$ cat src/rtl/fetch_unit.sv
// Instruction fetch front end: in-order imem requests, response queue toward decode,
// and branch/jump redirect with stale-response discard.
module fetch_unit #(
    parameter logic [31:0] RESET_PC = 32'h0000_3000,
    parameter int          DEPTH    = 2
) (
    input  logic        clk,
    input  logic        reset_n,
    output logic        imem_req_valid,
    output logic [31:0] imem_req_addr,
    input  logic        imem_req_ready,
    input  logic        imem_rsp_valid,
    input  logic [31:0] imem_rsp_data,
    output logic        instr_valid,
    output logic [31:0] Instr,
    output logic [31:0] PC,
    input  logic        instr_ready,
    input  logic        redirect_valid,
    input  logic [31:0] redirect_target
);
    localparam int PW = $clog2(DEPTH);
    localparam int CW = $clog2(DEPTH + 1);
    localparam int DW = 16;
    localparam logic [CW:0] CREDITS = (CW+1)'(DEPTH);

    typedef struct packed {
        logic [31:0] instr;
        logic [31:0] pc;
    } entry_t;

    entry_t        q     [DEPTH];
    logic [31:0]   pc_q  [DEPTH];
    logic [PW-1:0] rd_ptr, wr_ptr, pq_rd, pq_wr;
    logic [CW-1:0] count, outstanding;
    logic [DW-1:0] discard, discard_sum, discard_redir;
    logic [31:0]   fpc;
    logic          credit_ok, req_fire, rsp_drop, enq, deq;

    assign credit_ok      = ({1'b0, count} + {1'b0, outstanding}) < CREDITS;
    assign imem_req_valid = reset_n & ~redirect_valid & credit_ok;
    assign imem_req_addr  = fpc;
    assign req_fire       = imem_req_valid & imem_req_ready;

    assign rsp_drop = imem_rsp_valid & (redirect_valid | (discard != '0));
    assign enq      = imem_rsp_valid & ~rsp_drop;

    assign instr_valid = (count != '0);
    assign deq         = instr_valid & instr_ready;
    assign Instr       = instr_valid ? q[rd_ptr].instr : 32'h0;
    assign PC          = instr_valid ? q[rd_ptr].pc    : 32'h0;

    // Everything in flight becomes stale; a response landing this cycle is one of them.
    assign discard_sum   = discard + DW'(outstanding);
    assign discard_redir = (imem_rsp_valid && discard_sum != '0) ? discard_sum - DW'(1)
                                                                 : discard_sum;

    always_ff @(posedge clk or negedge reset_n) begin
        if (!reset_n)
            fpc <= RESET_PC;
        else if (redirect_valid)
            fpc <= redirect_target & ~32'h3;
        else if (req_fire)
            fpc <= fpc + 32'd4;
    end

    // Stale responses never read pc_q, so a redirect simply empties it; it then only
    // ever tags live requests, which the credit rule bounds to DEPTH.
    always_ff @(posedge clk) begin
        if (req_fire)
            pc_q[pq_wr] <= fpc;
        if (enq)
            q[wr_ptr] <= '{instr: imem_rsp_data, pc: pc_q[pq_rd]};
    end

    always_ff @(posedge clk or negedge reset_n) begin
        if (!reset_n) begin
            rd_ptr      <= '0;
            wr_ptr      <= '0;
            pq_rd       <= '0;
            pq_wr       <= '0;
            count       <= '0;
            outstanding <= '0;
            discard     <= '0;
        end else if (redirect_valid) begin
            rd_ptr      <= '0;
            wr_ptr      <= '0;
            pq_rd       <= '0;
            pq_wr       <= '0;
            count       <= '0;
            outstanding <= '0;
            discard     <= discard_redir;
        end else begin
            if (enq)      wr_ptr <= wr_ptr + PW'(1);
            if (deq)      rd_ptr <= rd_ptr + PW'(1);
            if (req_fire) pq_wr  <= pq_wr + PW'(1);
            if (enq)      pq_rd  <= pq_rd + PW'(1);
            count       <= count + CW'(enq) - CW'(deq);
            outstanding <= outstanding + CW'(req_fire) - CW'(enq);
            if (imem_rsp_valid && discard != '0)
                discard <= discard - DW'(1);
        end
    end
endmodule

$ cat config.mk
export PLATFORM = sky130hd
export DESIGN_NAME = fetch_unit
export DESIGN_NICKNAME = d
export VERILOG_FILES = /design/src/rtl/fetch_unit.sv
export SDC_FILE = /design/constraint.sdc
export NUM_CORES = 1
export LEC_CHECK = 0
export CAP_MARGIN = 20
export CORE_MARGIN = 3
export CORE_UTILIZATION = 51
export CTS_CLUSTER_DIAMETER = 40
export DETAILED_ROUTE_END_ITERATION = 7
export GPL_TIMING_DRIVEN = 0
export PLACE_DENSITY = 0.77
export SYNTH_ARGS = -nofsm -noshare
export SYNTH_HDL_FRONTEND = slang
export SYNTH_SLANG_ARGS = --single-unit
$ cat constraint.sdc
create_clock -name clk -period 14.75 [get_ports clk]
set_input_delay 1.475 -clock clk [delete_from_list [all_inputs] [get_ports clk]]
set_output_delay 1.475 -clock clk [all_outputs]
set_load 0.01 [all_outputs]
==> flow_summary.json <==
{
  "h-tree-depth": 1,
  "tightest_slew_ps": 1098,
  "gp_congestion": 0.9350,
  "rows": 53,
  "holdBufCountCts": 0,
  "power_leakage_nw": 4.844,
  "synth_top_family_by_area": "simple AND/OR/NAND/NOR gates",
  "portBuffers": 161,
  "synthFlopType": "edfxtp_1",
  "postCtsSetupBuffers": 0,
  "fillers": 1562,
  "start_util_pct": 52.14,
  "ys_types": 81,
  "hold_viol": 0,
  "fin_crit_sh_pct": 31.42,
  "regArea_um2": 6879,
  "synthMuxAreaShare_pct": 9.286,
  "multi_input_area_um2": 3839,
  "status": "completed",
  "antenna-diode-count": 0,
  "die_h_um": 152.8,
  "start_kind": "primary input",
  "maxSlewHeadroom_pct": 26.50,
  "setup_viol": 0,
  "cts.sink_count": 238,
  "synth_edf_count": 184,
  "critPathKind": "in2reg",
  "route.detailed.wl_per_inst_um": 19.58,
  "drtIter0Drc": 637,
  "syn_area_um2": 10990,
  "path_cells": "buf_2 -> nor4b_1 -> and2_1 -> clkbuf_1 -> inv_1 -> clkbuf_1 -> clkbuf_1 -> nor2_4",
  "fin_nets": 1145,
  "critPathMaxFanout": 30,
  "clk_latency_ps": 550,
  "maxCapViolations": 0,
  "rsz0062_at_grt": "false",
  "synth-seq-area-share_pct": 62.57,
  "top_layer": "met4",
  "yosys.area_share.adder_pct": 1.502,
  "cts_tree": "built",
  "worst_ir_drop_vdd_uv": 90.39,
  "setup_slack_ps": 10110,
  "min_path_type": "reg2reg",
  "ys_ff_latch": 238,
  "yosysWarnings": 0,
  "die_area_um2": 23360,
  "clk_pin_slew_worst_paths_ps": 50,
  "path_common_cell": "clkbuf_1",
  "finalSetupTns_ps": 0,
  "p_per_area_nw_per_um2": 121.3,
  "worstPathRequired_ps": 14910,
  "fp.dieW_um": 152.8,
  "layout-drive-gt1-share_pct": 11.14,
  "finClkSkew_ps": 12.25,
  "grt_overflow": 0,
  "slew_violations": 0,
  "ios": 168,
  "syn_avg_cell_area_um2": 12.72,
  "synth-xor-area-share_pct": 2.151,
  "grt_pass1_wl_um": 41600,
  "num_vias": 7831,
  "grt_max_degree": 63,
  "cts_resized": 0,
  "synth-compound-area-share_pct": 8.478,
  "grt_util_all_layers_pct": 22.21,
  "wl_met3_um": 1861,
  "wl_met2_um": 13060,
  "drcViolationCount": 0,
  "cts_buffers": 30,
  "cp-end-kind": "flip-flop",
  "critPathArrivalTime_ps": 4800,
  "cpPeakStageDelay_ps": 880,
  "hold_ws_ps": 560.3,
  "synth-simple-area-share_pct": 13.13,
  "vias_per_cell": 5.754,
  "synthArstFlopShare_pct": 22.69,
  "syn2layout_area_growth_pct": 27.34,
  "post-place-ws_ps": 9624,
  "cts-root-buf": "clkbuf_16",
  "wl_met1_um": 10880,
  "antenna_left": 0,
  "cts.path.max_buffers": 3,
  "crit_slowest_cell": "nor2_4",
  "antenna_found_initial": 0,
  "grt_pass1_vias": 7795,
  "place_hpwl_um": 18520,
  "drt_first_pass_iters": 6,
  "max_freq_ghz": 0.2157,
  "core_um2": 21090,
  "wirelength_um": 26660,
  "final_period_minus_worst_setup_slack_ps": 4635,
  "syn_inst": 864
}
==> report_power, final <==
part	switching, mW	total [mW]	internal (mW)
Combinational	0.125	0.222	0.0974
Clock	0.282	0.684	0.402
Sequential	0.0367	0.791	0.754
==> cells in the mapped netlist (10+ instances only) <==
cell type | number | share of area [%]
xor2_1 | 11 | 0.88
inv_1 | 22 | 0.75
nor2_1 | 110 | 3.8
clkbuf_1 | 29 | 0.99
mux2i_1 | 66 | 6.0
mux2_2 | 32 | 3.3
o21ai_0 | 38 | 1.7
xnor2_1 | 16 | 1.3
a221o_1 | 10 | 0.91
nand3_1 | 16 | 0.73
nand2_1 | 54 | 1.8
nor3_1 | 25 | 1.1
ha_1 | 10 | 1.1
dfrtp_1 | 52 | 12
a21oi_1 | 21 | 0.96
and3_1 | 12 | 0.68
edfxtp_1 | 184 | 50
nand4_1 | 10 | 0.57
==> path summary, 6_finish.rpt <==
check	cells past startpoint	start	to	slack, ps
max	8	reset_n	pc_q[1][2]	10110
min	0	imem_req_addr[3]	pc_q[0][3]	560
min in group asynchronous	1	reset_n	imem_req_addr[28]	1000
min reg2reg	0	imem_req_addr[3]	pc_q[0][3]	560
max in group asynchronous	2	reset_n	imem_req_addr[12]	13040
max reg2reg	9	outstanding[0]	pc_q[1][2]	10650
==> through the flow <==
| stage | utilization [%] | power, mW | area, µm² | std cells |
|---|---|---|---|---|
| final | 66.39 | 1.697 | 14000 | 1361 |
| after global routing | 66.39 | 1.758 | 14000 | 1361 |
| after CTS | 66.39 | 1.704 | 14000 | 1361 |
| after detailed placement | 61.88 | 1.023 | 13050 | 1306 |
| after global placement | 61.46 | 1.016 | 12960 | 1303 |
| after floorplan | - | 0.9305 | 11010 | 867 |
==> flip-flops by register name (all words and copies together), names as in the netlist <==
name           cells
pq_wr              1
rd_ptr             1
count              2
imem_req_addr     30
pc_q              60
wr_ptr             1
pq_rd              1
q                124
discard           16
outstanding        2
==> metal layers <==
layer,global-route usage [%],up-vias
li1,-,3629
met1,28.83,3807
met2,38.10,334
met3,3.879,61
met4,7.552,0
met5,0,-
==> critical path: cells and delay by family <==
kind | cells | cell delay [ps]
buffers and inverters | 5 | 1800
and+or+nand+nor | 3 | 1510
==> cells by family (layout without fill, tap and decap cells) <==
family	Yosys count	count (layout)
xor+xnor	27	27
buf+inv	73	292
other cells	1	4
flops	238	238
compound gates	126	126
fa+ha+maj	12	12
mux	98	98
simple gates	289	289
==> cell usage in the layout (no fill, tap or decap), drive strengths merged, types with 6 or more instances in the layout <==
cell type / n
xnor2: 16
o311ai: 7
clkbuf: 65
or3: 6
mux2: 32
a21oi: 21
buf: 25
edfxtp: 184
xor2: 11
nand2: 54
a221o: 10
mux2i: 66
and3: 14
ha: 10
clkdlybuf4s50: 160
clkinv: 11
nor2: 110
dfrtp: 52
o21ai: 38
nor3: 25
nor4: 9
nor3b: 6
a31oi: 8
nand4: 10
nand3: 17
inv: 28
and2: 6
==> final cells by class <==
| cell class | count | share of cell area [%] |
|---|---|---|
| buffer | 50 | 1.618 |
| timing repair buffer | 164 | 11.96 |
| inverter | 23 | 0.6167 |
| clock inverter | 19 | 1.198 |
| multi-input combinational | 556 | 27.42 |
| sequential | 238 | 49.14 |
| clock buffer | 36 | 5.595 |
| tap | 275 | 2.458 |
Power figures use the tool's default switching activity.
==> RTL edit (same flow settings) <==
The localparam `DW` goes from 16 to 18.
--- a/src/rtl/fetch_unit.sv
+++ b/src/rtl/fetch_unit.sv
@@ -21,5 +21,5 @@
     localparam int PW = $clog2(DEPTH);
     localparam int CW = $clog2(DEPTH + 1);
-    localparam int DW = 16;
+    localparam int DW = 18;
     localparam logic [CW:0] CREDITS = (CW+1)'(DEPTH);
 
Formal check against the unedited RTL: same outputs for any inputs over 4 cycles, from zero or initial values and one cycle with reset_n low; that may be too few to reach the edited logic, so the function may still have changed.
==> RTL edit against the unedited design <==
  * Synthesized area is 2.4% higher
  * Sequential share of layout area is 1.5 points lower
  * Register-to-register slack better by 0.05 ns
  * Die area is 2.3% higher
  * Routed wire length is 9.7% higher
  * Power is 12% higher
  * Combinational power is 12% higher
  * Final area is 4.0% higher
  * Sequential cell count is 2 higher
  * Worst hold slack worse by 0.020 ns
  * Sequential power is 1% higher
  * First-iteration DRC count is 33% higher
  * Worst setup slack worse by 0.40 ns
  * Critical path type is now input port to output port
==> RTL edit: results (changes against the unedited design) <==
Status
  • Status: finished, final reports clean (unchanged)

Cells and area
  • Fin util: 68.2% (was 66.4%)
  • Non-clk bufs: 222 (was 214)
  • Clock-cell share: 8.33% (was 6.79%)
  • Seq cells: 240 (was 238)
  • Multi-input gates: 586 (was 556)
  • Clkbuf count: 42 (was 36)

Placement
  • Post-DP Area: 13,300 µm² (was 13,000 µm²)
  • Worst slack, placed: 9.69 ns (was 9.62 ns)
  • GP Congestion: 0.958 (was 0.935)

Route
  • DR vias: 8,353 (was 7,831)
  • Wl on met1: 12,900 µm (was 10,900 µm)
  • Met3 WL: 2220 µm (was 1860 µm)
  • DR pass1 iterations: 7 (was 6)

Pwr
  • Clk pwr share: 44.8% (was 40.3%)
  • Leakage Power: 5.05 nW (was 4.84 nW)
  • Worst VDD drop: 162 µV (was 90.4 µV)

Worst setup path
  • CP max stage delay: 0.68 ns (was 0.88 ns)
  • Reg2Reg Setup Slack: 10.70 ns (was 10.65 ns)
  • Reg2Reg Depth: 12 (was 9)
  • Crit path to: imem_req_valid (was pc_q[1][2]$_DFFE_PP_)
  • Max Fanout on Critical Path: 39 (was 30)

Synth
  • Sequential share of the synthesized area: 61.6% (was 62.6%)
  • Leading cell types by count after synthesis: 184 x edfxtp_1, 107 x nor2_1, 70 x mux2i_1 (was 184 x edfxtp_1, 110 x nor2_1, 66 x mux2i_1)

Timing
  • Worst Clk Skew: 0.0258 ns (was 0.0123 ns)
  • Worst Max-Slew Pin Slew: 1.01 ns (was 1.10 ns)

GRT
  • Met3 Use GR: 4.36% (was 3.88%)
  • Grt met1 use: 34.4% (was 28.8%)
  • Largest net degree at the start of global routing: 54 (was 63)
==> RTL edit: changes by cell type after synthesis, sizes merged, moves of 4 or more <==
cell   delta
a21oi    -10
and2      +9
and3      +4
buf       +4
mux2i     +4
nand3    +16
nand4     +8
nor3      -6
or4       +6
xnor2     +4
xor2      +4
==> RTL edit: logic make-up (layout without fill, tap and decap cells) <==
family                     after synthesis  count (layout)  synth area share (%)
AOI/OAI and AO/OA                      120             120                  7.69
xor gates and xnor gates                35              35                  2.72
adders and majority gates               12              12                  1.47
buffers and inverters                   77             305                  3.06
DFF                                    240             240                  61.6
muxes                                  101             101                  9.33
other                                    1               4                0.0333
and+or+nand+nor                        314             314                  14.1
==> RTL edit: critical path, delay by kind of cell <==
kind	cells	cell delay, ns
buf+inv	3	1.38
simple gates	1	0.68
